## src/rtl/game_sequencer_if.sv

```systemverilog
// Signal bundle between game_sequencer and its surroundings: synchronized
// buttons, frame timing and collision in; move strobes, ship reset and HUD state out.
interface game_sequencer_if;
  logic        frame_tick;
  logic        start_btn;
  logic        btn_left;
  logic        btn_right;
  logic        btn_up;
  logic        btn_down;
  logic        collision;
  logic        move_left;
  logic        move_right;
  logic        move_up;
  logic        move_down;
  logic        ship_reset;
  logic [1:0]  state;
  logic [1:0]  lives;
  logic [15:0] score;

  // Handshake: no valid/ready. All inputs are levels sampled on every rising
  // clk edge, except frame_tick, which is a single-cycle qualifier. All
  // outputs come from registers and change only on clk edges or on reset.
  modport slave (
    input  frame_tick, start_btn, btn_left, btn_right, btn_up, btn_down, collision,
    output move_left, move_right, move_up, move_down, ship_reset, state, lives, score
  );

  modport master (
    output frame_tick, start_btn, btn_left, btn_right, btn_up, btn_down, collision,
    input  move_left, move_right, move_up, move_down, ship_reset, state, lives, score
  );
endinterface

```

## src/rtl/game_sequencer.sv

```systemverilog
// meteor_dodge game-flow controller: IDLE/PLAY/HIT/OVER sequencing, lives,
// frames-survived score and frame-paced, accelerating ship move strobes.
module game_sequencer #(
  parameter int LIVES_INIT  = 3,
  parameter int HIT_FRAMES  = 60,
  parameter int HOLD_FRAMES = 8,
  parameter int FAST_BURST  = 2
) (
  input logic              clk,
  input logic              reset,
  game_sequencer_if.slave  bus
);
  localparam int HCW  = $clog2(HOLD_FRAMES + 1);
  localparam int HITW = $clog2(HIT_FRAMES + 1);

  typedef enum logic [1:0] {S_IDLE = 2'd0, S_PLAY = 2'd1, S_HIT = 2'd2, S_OVER = 2'd3} state_t;
  // D_NEG is left/up, D_POS is right/down.
  typedef enum logic [1:0] {D_NONE = 2'd0, D_NEG = 2'd1, D_POS = 2'd2} dir_t;

  state_t          r_state, w_state_nxt;
  logic            r_start_q;
  logic            r_ship_reset;
  logic [1:0]      r_lives;
  logic [15:0]     r_score;
  logic [HITW-1:0] r_hit_cnt;
  logic [HCW-1:0]  r_hcnt, r_vcnt;
  dir_t            r_hprev, r_vprev, r_hsel, r_vsel;
  logic [2:0]      r_hburst, r_vburst;

  function automatic dir_t axis_dir(input logic neg, input logic pos);
    if (neg && !pos)      return D_NEG;
    else if (pos && !neg) return D_POS;
    else                  return D_NONE;
  endfunction

  function automatic logic [HCW-1:0] next_cnt(input dir_t d, input dir_t prev,
                                              input logic [HCW-1:0] cnt);
    if (d == D_NONE)                     return '0;
    else if (d != prev)                  return HCW'(1);
    else if (cnt >= HCW'(HOLD_FRAMES))   return HCW'(HOLD_FRAMES);
    else                                 return cnt + HCW'(1);
  endfunction

  logic           w_start_edge, w_hit_done;
  dir_t           w_hdir, w_vdir;
  logic [HCW-1:0] w_hcnt_nxt, w_vcnt_nxt;
  logic [2:0]     w_hlen, w_vlen;

  assign w_start_edge = bus.start_btn & ~r_start_q;
  assign w_hit_done   = bus.frame_tick && (r_hit_cnt == HITW'(HIT_FRAMES - 1));
  assign w_hdir       = axis_dir(bus.btn_left, bus.btn_right);
  assign w_vdir       = axis_dir(bus.btn_up, bus.btn_down);
  assign w_hcnt_nxt   = next_cnt(w_hdir, r_hprev, r_hcnt);
  assign w_vcnt_nxt   = next_cnt(w_vdir, r_vprev, r_vcnt);
  assign w_hlen = (w_hdir == D_NONE) ? 3'd0 :
                  (w_hcnt_nxt >= HCW'(HOLD_FRAMES)) ? 3'(FAST_BURST) : 3'd1;
  assign w_vlen = (w_vdir == D_NONE) ? 3'd0 :
                  (w_vcnt_nxt >= HCW'(HOLD_FRAMES)) ? 3'(FAST_BURST) : 3'd1;

  always_ff @(posedge clk or posedge reset) begin
    if (reset) r_state <= S_IDLE;
    else       r_state <= w_state_nxt;
  end

  always_comb begin
    w_state_nxt = r_state;
    case (r_state)
      S_IDLE: if (w_start_edge) w_state_nxt = S_PLAY;
      S_PLAY: if (bus.collision) w_state_nxt = (r_lives == 2'd1) ? S_OVER : S_HIT;
      S_HIT:  if (w_hit_done) w_state_nxt = S_PLAY;
      S_OVER: if (w_start_edge) w_state_nxt = S_IDLE;
      default: w_state_nxt = S_IDLE;
    endcase
  end

  always_ff @(posedge clk or posedge reset) begin
    if (reset) begin
      r_start_q    <= 1'b1;
      r_ship_reset <= 1'b0;
      r_lives      <= '0;
      r_score      <= '0;
      r_hit_cnt    <= '0;
      r_hcnt       <= '0;
      r_vcnt       <= '0;
      r_hprev      <= D_NONE;
      r_vprev      <= D_NONE;
      r_hsel       <= D_NONE;
      r_vsel       <= D_NONE;
      r_hburst     <= '0;
      r_vburst     <= '0;
    end else begin
      r_start_q    <= bus.start_btn;
      r_ship_reset <= 1'b0;
      if (r_hburst != 3'd0) r_hburst <= r_hburst - 3'd1;
      if (r_vburst != 3'd0) r_vburst <= r_vburst - 3'd1;
      case (r_state)
        S_IDLE: begin
          if (w_start_edge) begin
            r_lives      <= 2'(LIVES_INIT);
            r_score      <= '0;
            r_ship_reset <= 1'b1;
          end
        end
        S_PLAY: begin
          if (bus.frame_tick && r_score != 16'hFFFF) r_score <= r_score + 16'd1;
          // Collision outranks a coincident tick: no new strobe is launched.
          if (bus.collision) begin
            r_hburst  <= '0;
            r_vburst  <= '0;
            r_hcnt    <= '0;
            r_vcnt    <= '0;
            r_hprev   <= D_NONE;
            r_vprev   <= D_NONE;
            r_lives   <= r_lives - 2'd1;
            r_hit_cnt <= '0;
          end else if (bus.frame_tick) begin
            r_hcnt   <= w_hcnt_nxt;
            r_vcnt   <= w_vcnt_nxt;
            r_hprev  <= w_hdir;
            r_vprev  <= w_vdir;
            r_hsel   <= w_hdir;
            r_vsel   <= w_vdir;
            r_hburst <= w_hlen;
            r_vburst <= w_vlen;
          end
        end
        S_HIT: begin
          if (w_hit_done)          r_ship_reset <= 1'b1;
          else if (bus.frame_tick) r_hit_cnt <= r_hit_cnt + HITW'(1);
        end
        S_OVER: r_lives <= '0;
        default: ;
      endcase
    end
  end

  assign bus.move_left  = (r_hburst != 3'd0) && (r_hsel == D_NEG);
  assign bus.move_right = (r_hburst != 3'd0) && (r_hsel == D_POS);
  assign bus.move_up    = (r_vburst != 3'd0) && (r_vsel == D_NEG);
  assign bus.move_down  = (r_vburst != 3'd0) && (r_vsel == D_POS);
  assign bus.ship_reset = r_ship_reset;
  assign bus.state      = r_state;
  assign bus.lives      = r_lives;
  assign bus.score      = r_score;
endmodule

```

## src/flat_wrapper.sv

```systemverilog
// flat-port wrapper written by rule: the top's interface ports become plain ports
module game_sequencer_flat 
#(
  parameter int LIVES_INIT  = 3,
  parameter int HIT_FRAMES  = 60,
  parameter int HOLD_FRAMES = 8,
  parameter int FAST_BURST  = 2
)
  (clk, reset, bus_frame_tick, bus_start_btn, bus_btn_left, bus_btn_right, bus_btn_up, bus_btn_down, bus_collision, bus_move_left, bus_move_right, bus_move_up, bus_move_down, bus_ship_reset, bus_state, bus_lives, bus_score);
  game_sequencer_if bus_i ();
  input logic clk;
  input logic reset;
  input wire logic [$bits(bus_i.frame_tick)-1:0] bus_frame_tick;
  input wire logic [$bits(bus_i.start_btn)-1:0] bus_start_btn;
  input wire logic [$bits(bus_i.btn_left)-1:0] bus_btn_left;
  input wire logic [$bits(bus_i.btn_right)-1:0] bus_btn_right;
  input wire logic [$bits(bus_i.btn_up)-1:0] bus_btn_up;
  input wire logic [$bits(bus_i.btn_down)-1:0] bus_btn_down;
  input wire logic [$bits(bus_i.collision)-1:0] bus_collision;
  output wire logic [$bits(bus_i.move_left)-1:0] bus_move_left;
  output wire logic [$bits(bus_i.move_right)-1:0] bus_move_right;
  output wire logic [$bits(bus_i.move_up)-1:0] bus_move_up;
  output wire logic [$bits(bus_i.move_down)-1:0] bus_move_down;
  output wire logic [$bits(bus_i.ship_reset)-1:0] bus_ship_reset;
  output wire logic [$bits(bus_i.state)-1:0] bus_state;
  output wire logic [$bits(bus_i.lives)-1:0] bus_lives;
  output wire logic [$bits(bus_i.score)-1:0] bus_score;
  assign bus_i.frame_tick = bus_frame_tick;
  assign bus_i.start_btn = bus_start_btn;
  assign bus_i.btn_left = bus_btn_left;
  assign bus_i.btn_right = bus_btn_right;
  assign bus_i.btn_up = bus_btn_up;
  assign bus_i.btn_down = bus_btn_down;
  assign bus_i.collision = bus_collision;
  assign bus_move_left = bus_i.move_left;
  assign bus_move_right = bus_i.move_right;
  assign bus_move_up = bus_i.move_up;
  assign bus_move_down = bus_i.move_down;
  assign bus_ship_reset = bus_i.ship_reset;
  assign bus_state = bus_i.state;
  assign bus_lives = bus_i.lives;
  assign bus_score = bus_i.score;
  game_sequencer #(.LIVES_INIT(LIVES_INIT), .HIT_FRAMES(HIT_FRAMES), .HOLD_FRAMES(HOLD_FRAMES), .FAST_BURST(FAST_BURST)) u_core (.clk(clk), .reset(reset), .bus(bus_i));
endmodule
```

## config.mk

```make
export PLATFORM = sky130hd
export DESIGN_NAME = game_sequencer_flat
export DESIGN_NICKNAME = d
export VERILOG_FILES = /design/src/rtl/game_sequencer_if.sv /design/src/rtl/game_sequencer.sv /design/src/flat_wrapper.sv
export SDC_FILE = /design/constraint.sdc
export NUM_CORES = 1
export LEC_CHECK = 0
export ABC_AREA = 1
export CAP_MARGIN = 10
export CORE_ASPECT_RATIO = 0.75
export CORE_MARGIN = 2
export CORE_UTILIZATION = 46
export CTS_CLUSTER_DIAMETER = 100
export DETAILED_ROUTE_END_ITERATION = 7
export PLACE_DENSITY = 0.7
export SLEW_MARGIN = 20
export SYNTH_ARGS = -nofsm -noshare
export SYNTH_HDL_FRONTEND = slang
export SYNTH_SLANG_ARGS = --single-unit
```

## constraint.sdc

```tcl
create_clock -name clk -period 2.7 [get_ports clk]
set_clock_uncertainty 0.2 [all_clocks]
set_input_delay 0.54 -clock clk [delete_from_list [all_inputs] [get_ports clk]]
set_output_delay 0.54 -clock clk [all_outputs]
set_load 0.03 [all_outputs]
```

==> impl_metrics.env <==
export IMPL_die_width_um=97.8
export IMPL_netlist_area_um2=3030
export IMPL_dr_pass1_iters=5
export IMPL_slowest_delay_ns=0.59
export IMPL_cts_htree_levels=2
export IMPL_cts_max_path_buffers=2
export IMPL_tns_ns=0
export IMPL_wl_um=6210
export IMPL_fillers=583
export IMPL_grt_setup_unrepaired="false"
export IMPL_num_nets_final=461
export IMPL_p_leak_nw=1.75
export IMPL_post_place_ws_ns=0.318
export IMPL_diodes=0
export IMPL_multi_input_area_um2=1520
export IMPL_cts_post_setup_buffers_inserted=0
export IMPL_dieArea_um2=7270
export IMPL_power_total_w=0.00293
export IMPL_postRouteAntennaNets=0
export IMPL_crit_path_top_delay_cell="clkdlybuf4s50_1"
export IMPL_antenna_found_initial=0
export IMPL_clk_pin_slew_ns=0.09
export IMPL_clk_latency_ns=0.30
export IMPL_crit_chain="inv_1 > ha_1 > inv_1 > nor2_2 > nor2_1 > clkdlybuf4s50_1"
export IMPL_grt_use_total_pct=18.4
export IMPL_grt_max_degree=26
export IMPL_final_util_pct=56.4
export IMPL_max_cap_violations=0
export IMPL_gp_congestion=0.838
export IMPL_drive_gt1_share_pct=9.59
export IMPL_end_kind="primary output"
export IMPL_hold_viol=0
export IMPL_num_vias=2577
export IMPL_avgSynthCellArea_um2=7.64
export IMPL_overflow=0
export IMPL_dp_final_hpwl_um=4780
export IMPL_grt_pass1_vias=2367
export IMPL_numPortBuffers=33
export IMPL_reg2reg_depth=8
export IMPL_start_kind="flip-flop"
export IMPL_rows=25
export IMPL_start_util_pct=47.8
export IMPL_clock_sinks=50
export IMPL_grt_first_pass_wirelength_um=10900
export IMPL_yosysSeqAreaShare_pct=41.3
export IMPL_crit_fanout=6
export IMPL_fmax_mhz=389
export IMPL_cts_tree="built"
export IMPL_synth_cell_types=27
export IMPL_ios=34
export IMPL_min_period_ns=2.57
export IMPL_status="finished clean"
export IMPL_arrival_ns=1.83
export IMPL_min_period_over_period_pct=95.1
export IMPL_avgViaCountPerCell=4.97
export IMPL_tightest_slew_ns=0.382
export IMPL_ctsHoldBuffers=0
export IMPL_fin_hold_ws_ns=0.304
export IMPL_slew_headroom_pct=74.6
export IMPL_peakVddDrop_v=0.000508
export IMPL_die_h_um=74.3
export IMPL_cts_root_buf="clkbuf_8"
export IMPL_yosysWarnings=0
export IMPL_drcViolationCount=0
export IMPL_cts_made_buffers=5
export IMPL_hp_class="input pin to async pin"
export IMPL_drv_slew=0
export IMPL_critPathMostFrequentCell="inv_1"
export IMPL_syn2layout_area_growth_pct=17.9
export IMPL_core_area_um2=6350
export IMPL_synth_fp_nets=421
export IMPL_setup_violations=0
export IMPL_seqCellArea_um2=1250
export IMPL_ys_ff_latch=50
export IMPL_synth_cells=397
export IMPL_cts_resized=1
export IMPL_drt_iter0_drc=125
export IMPL_finalWorstSetupSlack_ns=0.131
export IMPL_wire_per_inst_um=12.0
export IMPL_required_ns=1.96
export IMPL_worstSetupPathType="flip-flop to primary output"
export IMPL_power_density_nw_per_um2=820
## cells by family after synthesis
family	share of synthesized area (%)
xor gates and xnor gates	4.62
adders and majority gates	6.19
buffers and inverters	8.70
AOI/OAI and AO/OA	9.44
and+or+nand+nor	29.8
DFF	41.3
## Yosys cell counts, drive strengths merged
library cell | count | share of area [%]
nand2 | 112 | 14
inv | 60 | 7.4
dfrtp | 49 | 40
nor2 | 42 | 7.2
nand3 | 32 | 5.3
o21ai | 32 | 6.3
ha | 15 | 6.2
a21oi | 13 | 2.1
xor2 | 12 | 3.5
nand4 | 7 | 1.4
buf | 5 | 1.3
nor3 | 5 | 0.82
o22ai | 5 | 1.0
xnor2 | 4 | 1.2
or2 | 3 | 0.62
dfstp | 1 | 0.87
## power by group
group / switching, W / leakage, nW / internal [W]
logic: 0.000868 / 1.05 / 0.000487
clock network: 0.000243 / 0.0482 / 0.000207
registers: 0.000187 / 0.652 / 0.000943
total: 0.00130 / 1.75 / 0.00164
## critical path: cells and delay by family, from the launching register on
kind / cells / cell delay, ns
simple gates: 2 / 0.26
buf+inv: 3 / 0.72
fa+ha+maj: 1 / 0.14
flops: 1 / 0.40
## registers in the layout, indices dropped and copies added, names as in the netlist
signal and count:
u_core.bus.lives 2, u_core.r_hburst 3, u_core.r_vprev 2, u_core.bus.state 2, u_core.r_hit_cnt 6, u_core.r_hprev 2
u_core.r_vburst 3, u_core.r_start_q 1, u_core.r_vsel 2, u_core.r_vcnt 4, u_core.bus.ship_reset 1, u_core.r_hsel 2
u_core.r_hcnt 4, u_core.bus.score 16
## final cells by class
class | instances | share of cell area [%]
Multi-Input combinational cell | 282 | 42.6
Sequential cell | 50 | 35.0
Timing Repair Buffer | 38 | 10.8
Clock inverter | 1 | 0.140
Tap cell | 81 | 2.83
Clock buffer | 7 | 2.41
Inverter | 60 | 6.29
## stage by stage
| step | cells | instance area, um^2 |
|---|---|---|
| finish | 519 | 3580 |
| global route | 519 | 3580 |
| CTS | 519 | 3570 |
| detailed placement | 511 | 3480 |
| global placement | 511 | 3480 |
| floorplan | 397 | 3030 |
## final timing paths
check                               startpoint              endpoint  slack [ns]
max                         u_core.r_vburst[0]         bus_move_down        0.13
min                                      reset      u_core.r_vcnt[3]        0.30
max reg2reg                u_core.bus.score[0]  u_core.bus.score[15]        0.55
min reg2reg                  u_core.r_vprev[0]     u_core.r_vprev[0]        0.33
max in group asynchronous                reset      u_core.r_start_q        1.48
min in group clk             u_core.r_vprev[0]     u_core.r_vprev[0]        0.33
## cell usage in the layout, fill, tap and decap left out, drive strengths merged
master,Yosys,layout
inv,60,60
nand2,112,112
a21oi,13,13
nand4,7,7
nor2,42,42
ha,15,15
dlymetal6s2s,0,2
nand3,32,32
xnor2,4,4
dfrtp,49,49
or2,3,3
nor3,5,5
clkbuf,0,7
o22ai,5,5
xor2,12,12
dfstp,1,1
o21ai,32,32
clkdlybuf4s50,0,31
buf,5,5
clkinv,0,1
## layer usage
metal | share of wire [%] | wire, um | track usage, % | vias to the layer above
li1 | - | - | - | 1337
met3 | 4.6 | 285 | 3.67 | 9
met2 | 43 | 2650 | 27.7 | 53
met5 | 0 | 0 | 0 | -
met1 | 52 | 3210 | 27.3 | 1178
met4 | 1.0 | 65 | 5.09 | 0
No activity file was read; power rests on OpenSTA's default activity.
